## src/rtl/csel_sub_seq.sv

```systemverilog
// Sequential carry-select subtractor: one CHUNK-bit slice per cycle, LSB first, valid/ready handshake.
// Optional status flags (zero, ovf) are enabled by defining CSEL_SUB_FLAGS_EN.
module csel_sub_seq #(
  parameter int WIDTH = 32,
  parameter int CHUNK = 4
) (
  input  logic             clk,
  input  logic             rst_n,
  input  logic             in_valid,
  output logic             in_ready,
  input  logic [WIDTH-1:0] a,
  input  logic [WIDTH-1:0] b,
  output logic             out_valid,
  input  logic             out_ready,
  output logic [WIDTH-1:0] diff,
  output logic             borrow
`ifdef CSEL_SUB_FLAGS_EN
  ,
  output logic             zero,
  output logic             ovf
`endif
);

  localparam int NCHUNK = WIDTH / CHUNK;
  localparam int IDXW   = (NCHUNK > 1) ? $clog2(NCHUNK) : 1;

  typedef enum logic [1:0] {S_IDLE, S_RUN, S_DONE} state_t;

  state_t             r_state, w_state_next;
  logic [WIDTH-1:0]   r_a, r_b, r_diff;
  logic               r_carry, r_borrow;
  logic [IDXW-1:0]    r_idx;
  logic               w_accept, w_last;
  logic [CHUNK-1:0]   w_a_sl, w_nb_sl;
  logic [CHUNK:0]     w_sum0, w_sum1, w_sel;
  logic               w_cout;
  logic [WIDTH-1:0]   w_diff_next;

  // State register.
  // NOTE: sequential state uses non-blocking assignments so every flop samples pre-edge values.
  always_ff @(posedge clk or negedge rst_n) begin
    if (!rst_n) r_state <= S_IDLE;
    else        r_state <= w_state_next;
  end

  // Next-state logic.
  // NOTE: the default assignment up front keeps this combinational block from inferring a latch.
  always_comb begin
    w_state_next = r_state;
    case (r_state)
      S_IDLE:  if (w_accept)  w_state_next = S_RUN;
      S_RUN:   if (w_last)    w_state_next = S_DONE;
      S_DONE:  if (out_ready) w_state_next = S_IDLE;
      default:                w_state_next = S_IDLE;
    endcase
  end

  // Outputs decoded from state only.
  always_comb begin
    in_ready  = 1'b0;
    out_valid = 1'b0;
    case (r_state)
      S_IDLE:  in_ready  = 1'b1;
      S_DONE:  out_valid = 1'b1;
      default: ;
    endcase
  end

  assign w_accept = in_valid && in_ready;
  assign w_last   = (r_idx == IDXW'(NCHUNK - 1));

  // Operands shift right each RUN cycle, so the active slice is always the low CHUNK bits.
  assign w_a_sl  = r_a[CHUNK-1:0];
  assign w_nb_sl = ~r_b[CHUNK-1:0];

  // Both carry-in candidates are formed in parallel; the registered carry picks one.
  assign w_sum0 = {1'b0, w_a_sl} + {1'b0, w_nb_sl};
  assign w_sum1 = {1'b0, w_a_sl} + {1'b0, w_nb_sl} + (CHUNK+1)'(1);
  assign w_sel  = r_carry ? w_sum1 : w_sum0;
  assign w_cout = w_sel[CHUNK];

  always_comb begin
    w_diff_next = r_diff;
    for (int k = 0; k < NCHUNK; k++) begin
      if (r_idx == IDXW'(k)) w_diff_next[k*CHUNK +: CHUNK] = w_sel[CHUNK-1:0];
    end
  end

`ifdef CSEL_SUB_FLAGS_EN
  logic w_c_into_msb;
  logic r_zero, r_ovf;

  // Carry into the operand MSB recovered from the slice's top sum bit.
  assign w_c_into_msb = w_a_sl[CHUNK-1] ^ w_nb_sl[CHUNK-1] ^ w_sel[CHUNK-1];

  always_ff @(posedge clk or negedge rst_n) begin
    if (!rst_n) begin
      r_zero <= 1'b0;
      r_ovf  <= 1'b0;
    end else if (r_state == S_RUN && w_last) begin
      r_zero <= (w_diff_next == '0);
      r_ovf  <= w_c_into_msb ^ w_cout;
    end
  end

  assign zero = r_zero;
  assign ovf  = r_ovf;
`endif

  // Datapath: operand latches, result assembly, inter-slice carry and slice index.
  // NOTE: every datapath register is plain flops (no memory array), so all of them take the async reset.
  always_ff @(posedge clk or negedge rst_n) begin
    if (!rst_n) begin
      r_a      <= '0;
      r_b      <= '0;
      r_diff   <= '0;
      r_carry  <= 1'b1;
      r_borrow <= 1'b0;
      r_idx    <= '0;
    end else begin
      case (r_state)
        S_IDLE: if (w_accept) begin
          r_a     <= a;
          r_b     <= b;
          r_diff  <= '0;
          r_carry <= 1'b1;
          r_idx   <= '0;
        end
        S_RUN: begin
          r_a     <= r_a >> CHUNK;
          r_b     <= r_b >> CHUNK;
          r_diff  <= w_diff_next;
          r_carry <= w_cout;
          r_idx   <= r_idx + IDXW'(1);
          if (w_last) r_borrow <= ~w_cout;
        end
        default: ;
      endcase
    end
  end

  assign diff   = r_diff;
  assign borrow = r_borrow;

endmodule

```

## config.mk

```make
export PLATFORM = sky130hd
export DESIGN_NAME = csel_sub_seq
export DESIGN_NICKNAME = d
export VERILOG_FILES = /design/src/rtl/csel_sub_seq.sv
export SDC_FILE = /design/constraint.sdc
export NUM_CORES = 1
export LEC_CHECK = 0
export BUFFER_PORTS_ARGS = -buffer_cell sky130_fd_sc_hd__buf_2
export CAP_MARGIN = 30
export CORE_MARGIN = 2
export CORE_UTILIZATION = 35
export DETAILED_ROUTE_END_ITERATION = 8
export GPL_ROUTABILITY_DRIVEN = 0
export SLEW_MARGIN = 20
export SYNTH_ARGS = -nofsm -noshare
export SYNTH_HDL_FRONTEND = slang
export SYNTH_SLANG_ARGS = --single-unit
export TNS_END_PERCENT = 50
```

## constraint.sdc

```tcl
create_clock -name clk -period 5.9 [get_ports clk]
set_clock_uncertainty 0.2 [all_clocks]
set_input_delay 0.59 -clock clk [delete_from_list [all_inputs] [get_ports clk]]
set_output_delay 0.59 -clock clk [all_outputs]
set_load 0.005 [all_outputs]
```

==> impl_metrics.py, run 1 <==
metrics = {
    "die": {
        "core_area_um2": 13990,
        "dieArea_um2": 15380,
        "row_count": 43,
        "io_pins": 103,
        "die_w_um": 124.0,
        "die-height_um": 124.0,
        "start_util": 0.3605,
    },
    "power": {
        "power_leakage_nw": 2.942,
        "power.density_nw_per_um2": 576.4,
        "power.total_mw": 3.462,
        "peakVddDrop_v": 0.0002075,
    },
    "placed_design": {
        "dpl.hpwl_um": 8040,
        "port_buffers": 102,
    },
    "sta": {
        "setup_viol": 0,
        "max_clock_freq_mhz": 318.8,
        "worstMarginPinSlew_ns": 0.8895,
        "slew_headroom": 0.4058,
        "finalMaxSlewViolations": 0,
        "finalCritPeriodShare": 0.5317,
        "period_needed_ns": 3.137,
        "rsz0062_at_grt": "no",
        "hold_viol": 0,
        "setup_tns_ns": 0,
    },
    "route": {
        "dr.pass1.iters": 4,
        "drt_iter0_markers": 228,
        "wl_per_cell_um": 15.11,
        "route.detailed.drc": 0,
        "vias": 3721,
        "vias_per_cell": 4.995,
        "ant_nets": 0,
        "wl_um": 11260,
    },
    "worst_setup_path": {
        "crit_path_end_kind": "flop",
        "cpMaxStageDelayCell": "nor2b_4",
        "critPathKind": "reg -> reg",
        "crit_chain": "nor2b_4 > buf_4 > mux2i_1 > o21ai_0",
        "cp_num_buf_inv": 1,
        "worst-endpoint-required_ns": 5.92,
        "crit_arrival_ns": 3.16,
        "critPathTopFamily": "simple AND/OR/NAND/NOR gates",
        "crit_fanout": 41,
        "cp-start-kind": "flop",
        "max_stage_delay_ns": 0.87,
    },
    "clock_tree": {
        "cts_max_level": 3,
        "numClockSinks": 103,
        "root_buffer": "clkbuf_16",
        "cts_tree": "yes",
        "cts_hold_buf": 0,
        "clockBufferDepth": 2,
        "clk_latency_ns": 0.35,
        "cts_setup_buffers": 0,
        "cts_resized": 0,
        "clk_pin_slew_ns": 0.07,
        "cts_buffers": 9,
    },
    "logic_synthesis": {
        "syn-mean-instance-area_um2": 10.64,
        "synth-seq-cells": 103,
        "ys.warnings.count": 0,
        "netlist_area_um2": 5042,
        "netlist_instances": 474,
        "synth_cell_types": 41,
        "syn-num-nets": 554,
        "ys_seq_area_frac": 0.5114,
    },
    "global_route": {
        "antenna_found_initial": 0,
        "grt_pass1_vias": 3718,
        "grt_pass1_wl_um": 18740,
        "grt_overflow": 0,
        "grt_usage": 0.1586,
        "grt_max_degree": 113,
    },
    "min_path": {
        "hold_path.class": "in -> async",
    },
    "finish": {
        "post-route-util": 0.4294,
        "multi_input_area_um2": 2300,
        "antennaDiodeCount": 0,
        "fillers": 1362,
        "final_cell_mix": "dfrtp_1, buf_2, nand2_1",
        "area_delta_synth_final_pct": 19.13,
        "layout-drive-gt1-share": 0.2796,
        "nets": 640,
        "regArea_um2": 2579,
    },
    "job": {
        "max-cap-violations": 0,
    },
    "outcome": {
        "status": "finished, final reports clean",
    },
}
[worst reg2reg max path: cells and delay by family (launching register included)]
kind | cells | cell delay, ns
AOI/OAI and AO/OA | 1 | 0.10
muxes | 1 | 0.30
buffers and inverters | 1 | 0.69
DFF | 1 | 0.85
and+or+nand+nor | 1 | 0.87
[metal layers]
metal	routed length [um]	track usage	vias up
met5	0	0	-
met3	735	0.04487	10
li1	-	-	1836
met1	5037	0.2078	1769
met2	5327	0.2552	106
met4	157	0.04916	0
[cell usage after synthesis, drive strengths merged]
cell type,n,share of area
fa,1,0.0040
nor2b,10,0.012
o2111ai,5,0.0087
dfrtp,102,0.51
a21boi,1,0.0015
or3,3,0.0037
nand2,77,0.057
a21o,2,0.0030
mux2,24,0.054
and3b,1,0.0017
o221a,1,0.0022
nor2,9,0.0067
clkbuf,21,0.016
and3,2,0.0025
ha,11,0.027
nand2b,2,0.0025
inv,8,0.0060
nand3b,1,0.0015
mux2i,59,0.12
dfstp,1,0.0052
o31ai,1,0.0015
a2111o,3,0.0067
o21ai,68,0.067
o22ai,1,0.0012
xor2,1,0.0017
xnor2,1,0.0017
nand3,11,0.011
o211ai,9,0.016
nor3,1,0.00099
and2,4,0.0065
a21bo,1,0.0020
or3b,1,0.0017
a311o,2,0.0040
or4bb,3,0.0067
buf,11,0.015
nand4b,3,0.0052
a21oi,12,0.012
[path summary, 6_finish.rpt]
check / from / endpoint / slack (ns) / cells past startpoint
max in group asynchronous: rst_n / r_b[30]$_DFFE_PN0P_ / 4.32 / 2
max reg2reg: r_state[0]$_DFFE_PN0P_ / r_a[20]$_DFFE_PN0P_ / 2.76 / 4
max: r_state[0]$_DFFE_PN0P_ / r_a[20]$_DFFE_PN0P_ / 2.76 / 4
min reg2reg: r_b[11]$_DFFE_PN0P_ / r_b[11]$_DFFE_PN0P_ / 0.28 / 2
min: rst_n / r_a[10]$_DFFE_PN0P_ / 0.08 / 1
min in group clk: out_ready / r_state[1]$_DFFE_PN0P_ / 0.22 / 2
[kinds of logic after synthesis]
| group | synth area share |
|---|---|
| muxes | 0.1707 |
| buffers and inverters | 0.03623 |
| and+or+nand+nor | 0.1203 |
| DFF | 0.5114 |
| AOI/OAI and AO/OA | 0.1266 |
| xor gates and xnor gates | 0.003475 |
| adders and majority gates | 0.03127 |
[per-stage QoR]
step / area, um^2 / hold slack, ns / setup WS (ns) / std cells
CTS: 5979 / 0.09620 / 2.702 / 744
detailed placement: 5674 / 0.2699 / 2.726 / 728
finish: 6007 / 0.07956 / 2.763 / 745
global placement: 5669 / 0.2607 / 2.815 / 727
floorplan: 5042 / 0.09441 / 3.576 / 474
global route: 6007 / 0.1257 / 2.492 / 745
[state kept, by name (all words and copies together), names as in the netlist]
signal   cells
borrow       1
r_idx        3
r_b         32
r_carry      1
r_state      2
diff        32
r_a         32
[where the power goes]
part	total, mW	internal [mW]	switching (mW)	leakage [nW]
combinational	1.60	0.721	0.883	1.52
sequential	1.25	1.04	0.210	1.29
clock	0.612	0.333	0.279	0.136
[layout make-up]
class,instances,share of cell area
clock buffer,9,0.03749
inverter,8,0.004999
multi-input combinational,331,0.3828
timing repair buffer,107,0.09456
tap,180,0.03749
clock inverter,7,0.01333
sequential,103,0.4293
No activity file was read; power rests on OpenSTA's default activity.
==> run 2, diff against run 1 <==
--- a/config.mk
+++ b/config.mk
@@ -5,6 +5,7 @@
 export SDC_FILE = /design/constraint.sdc
 export NUM_CORES = 1
 export LEC_CHECK = 0
+export ABC_AREA = 1
 export BUFFER_PORTS_ARGS = -buffer_cell sky130_fd_sc_hd__buf_2
 export CAP_MARGIN = 30
 export CORE_MARGIN = 2
==> constraint.sdc (replaced) <==
create_clock -name clk -period 3.1 [get_ports clk]
set_clock_uncertainty 0.2 [all_clocks]
set_input_delay 0.31 -clock clk [delete_from_list [all_inputs] [get_ports clk]]
set_output_delay 0.31 -clock clk [all_outputs]
set_load 0.005 [all_outputs]
==> impl_metrics.py, run 2 <==
metrics = {
    "clock_tree": {
        "numClockSinks": 103,
        "clk_latency_ns": 0.35,
        "cts_setup_buffers": 0,
        "cts_buffers": 9,
        "cts_tree": "yes",
        "root_buffer": "clkbuf_16",
        "clk_pin_slew_ns": 0.08,
        "clockBufferDepth": 2,
        "cts_max_level": 3,
        "cts_resized": 0,
    },
    "logic_synthesis": {
        "netlist_area_um2": 4984,
        "synthTopCellsByArea": "dfrtp_1, nand2_1, o211ai_1",
        "ys.flop_type": "dfrtp_1",
        "netlist_instances": 568,
        "ys_seq_area_frac": 0.5174,
        "netlist.top_cell.by_area": "dfrtp_1",
        "synth-seq-cells": 103,
        "async_flop_share": 1.000,
        "syn-num-nets": 648,
        "synth_edf_count": 0,
        "syn-mean-instance-area_um2": 8.774,
        "ys.warnings.count": 0,
        "synth_common_cells": "nand2_1, dfrtp_1, inv_1, o21ai_0, o211ai_1",
        "synth_cell_types": 30,
        "synth_top_area_share": 0.5122,
        "synth.most_common_cell": "nand2_1",
    },
    "finish": {
        "layout_commonest_cell": "nand2_1",
        "area_delta_synth_final_pct": 21.59,
        "fillers": 1377,
        "layout-drive-gt1-share": 0.2196,
        "antennaDiodeCount": 0,
        "post-route-util": 0.4365,
        "final_cell_mix": "nand2_1, dfrtp_1, buf_2",
        "nets": 749,
    },
    "worst_setup_path": {
        "crit_fanout": 8,
        "crit_path_end_kind": "flop",
        "cp_num_buf_inv": 1,
        "cp-start-kind": "flop",
        "cpMaxStageDelayCell": "fa_1",
        "crit_chain": "inv_1 > ha_1 > fa_1 > ha_1 > nor2_1 > nor3_4 > nand2_1 > nand2_1",
        "crit_arrival_ns": 2.35,
        "critPathTopFamily": "adder cells",
        "worst-endpoint-required_ns": 3.19,
        "critPathKind": "reg -> reg",
        "max_stage_delay_ns": 0.48,
    },
    "route": {
        "dr.pass1.iters": 4,
        "wl_per_cell_um": 13.06,
        "route.detailed.drc": 0,
        "drt_iter0_markers": 242,
        "vias_per_cell": 4.758,
        "vias": 4063,
        "ant_nets": 0,
        "wl_um": 11160,
    },
    "power": {
        "power.total_mw": 7.070,
        "peakVddDrop_v": 0.0004493,
        "power.density_nw_per_um2": 1167,
        "power_leakage_nw": 3.155,
    },
    "sta": {
        "slew_headroom": 0.5802,
        "finalCritPeriodShare": 0.7310,
        "hold_slack_ns": 0.01803,
        "period_needed_ns": 2.266,
        "setup_viol": 0,
        "max_clock_freq_mhz": 441.3,
        "finalMaxSlewViolations": 0,
        "setup_tns_ns": 0,
        "rsz0062_at_grt": "no",
        "hold_viol": 0,
        "worstMarginPinSlew_ns": 0.6296,
    },
    "placed_design": {
        "dpl.hpwl_um": 7812,
        "port_buffers": 102,
    },
    "global_route": {
        "grt_overflow": 0,
        "antenna_found_initial": 0,
        "grt_pass1_wl_um": 18700,
        "grt_pass1_vias": 3916,
        "grt_max_degree": 70,
        "grt_usage": 0.1562,
    },
    "outcome": {
        "status": "finished, final reports clean",
    },
    "job": {
        "max-cap-violations": 0,
    },
    "die": {
        "row_count": 43,
        "start_util": 0.3590,
        "die_w_um": 123.3,
        "io_pins": 103,
        "die-height_um": 123.3,
        "dieArea_um2": 15210,
        "core_area_um2": 13880,
    },
    "min_path": {
        "hold_path.class": "in -> reg",
    },
}
## run 2: changes by cell type after synthesis, sizes merged, moves of 4 or more
cell | before | now
clkbuf | 21 | 6
inv | 8 | 83
o211ai | 9 | 52
and2 | 4 | 0
nand4 | 0 | 8
mux2 | 24 | 0
mux2i | 59 | 0
buf | 11 | 21
o2111ai | 5 | 0
nor2b | 10 | 0
o21ai | 68 | 86
a21oi | 12 | 3
nand2 | 77 | 171
## run 2: worst paths after layout
check                           depth (start not counted)  slack, ns              endpoint                 start
worst max-delay path                                    8       0.83  diff[21]$_DFFE_PN0P_    r_b[0]$_DFFE_PN0P_
worst min-delay path                                    3       0.02   r_b[22]$_DFFE_PN0P_                 b[22]
worst max register to register                          8       0.83  diff[21]$_DFFE_PN0P_    r_b[0]$_DFFE_PN0P_
worst min register to register                          2       0.27  diff[28]$_DFFE_PN0P_  diff[28]$_DFFE_PN0P_
max in group asynchronous                               3       1.65    r_a[0]$_DFFE_PN0P_                 rst_n
min in group asynchronous                               2       0.33  diff[31]$_DFFE_PN0P_                 rst_n
## run 2: what timing repair did
action,in CTS,in global routing
endpoints found under the setup margin,0,0
hold endpoints to repair,54,0
hold buffers,10,0
## run 2: area by class of cell
cell class,instances,area [um^2],share of cell area
flip-flops and latches,103,2579,0.4256
well taps,180,225.2,0.03717
repair buffers,117,688.2,0.1136
inverters,83,314.1,0.05183
clock inverters,7,128.9,0.02127
multi-input cells,355,1899,0.3134
clock buffers,9,225.2,0.03717
## run 2: report_power, final
| group | switching, mW | internal [mW] | leakage, nW |
|---|---|---|---|
| logic | 2.23 | 1.25 | 1.71 |
| registers | 0.252 | 2.00 | 1.27 |
| clock network | 0.531 | 0.801 | 0.173 |
| total | 3.02 | 4.05 | 3.16 |
## run 2: routing by layer
metal / track usage / part of all wire / wire (um)
met1: 0.2132 / 0.47 / 5266
met2: 0.2469 / 0.46 / 5116
met3: 0.04197 / 0.060 / 666
met4: 0.03835 / 0.0097 / 108
met5: 0 / 0 / 0
## run 2: cell families (layout without fill, tap and decap cells)
family                     after synthesis  count (layout)  share of synthesized area
adders and majority gates               12              12                    0.03163
and+or+nand+nor                        200             200                     0.1675
buffers and inverters                  110             216                     0.1014
AOI/OAI and AO/OA                      143             143                     0.1820
DFF                                    103             103                     0.5175
## run 2: metrics by stage
stage | cell area [um^2] | instances | setup slack (ns)
after floorplan | 4984 | 568 | 1.059
after global placement | 5605 | 828 | 0.9087
after detailed placement | 5605 | 828 | 0.8067
after CTS | 6060 | 854 | 0.7953
after global routing | 6060 | 854 | 0.6789
final | 6060 | 854 | 0.8338
## run 2: worst register-to-register path, delay by kind of cell (launching register included)
kind / cells / cell delay, ns
adder cells (fa/ha/maj): 3 / 0.99
buffers and inverters: 1 / 0.07
flip-flops: 1 / 0.38
AND/OR/NAND/NOR: 4 / 0.58
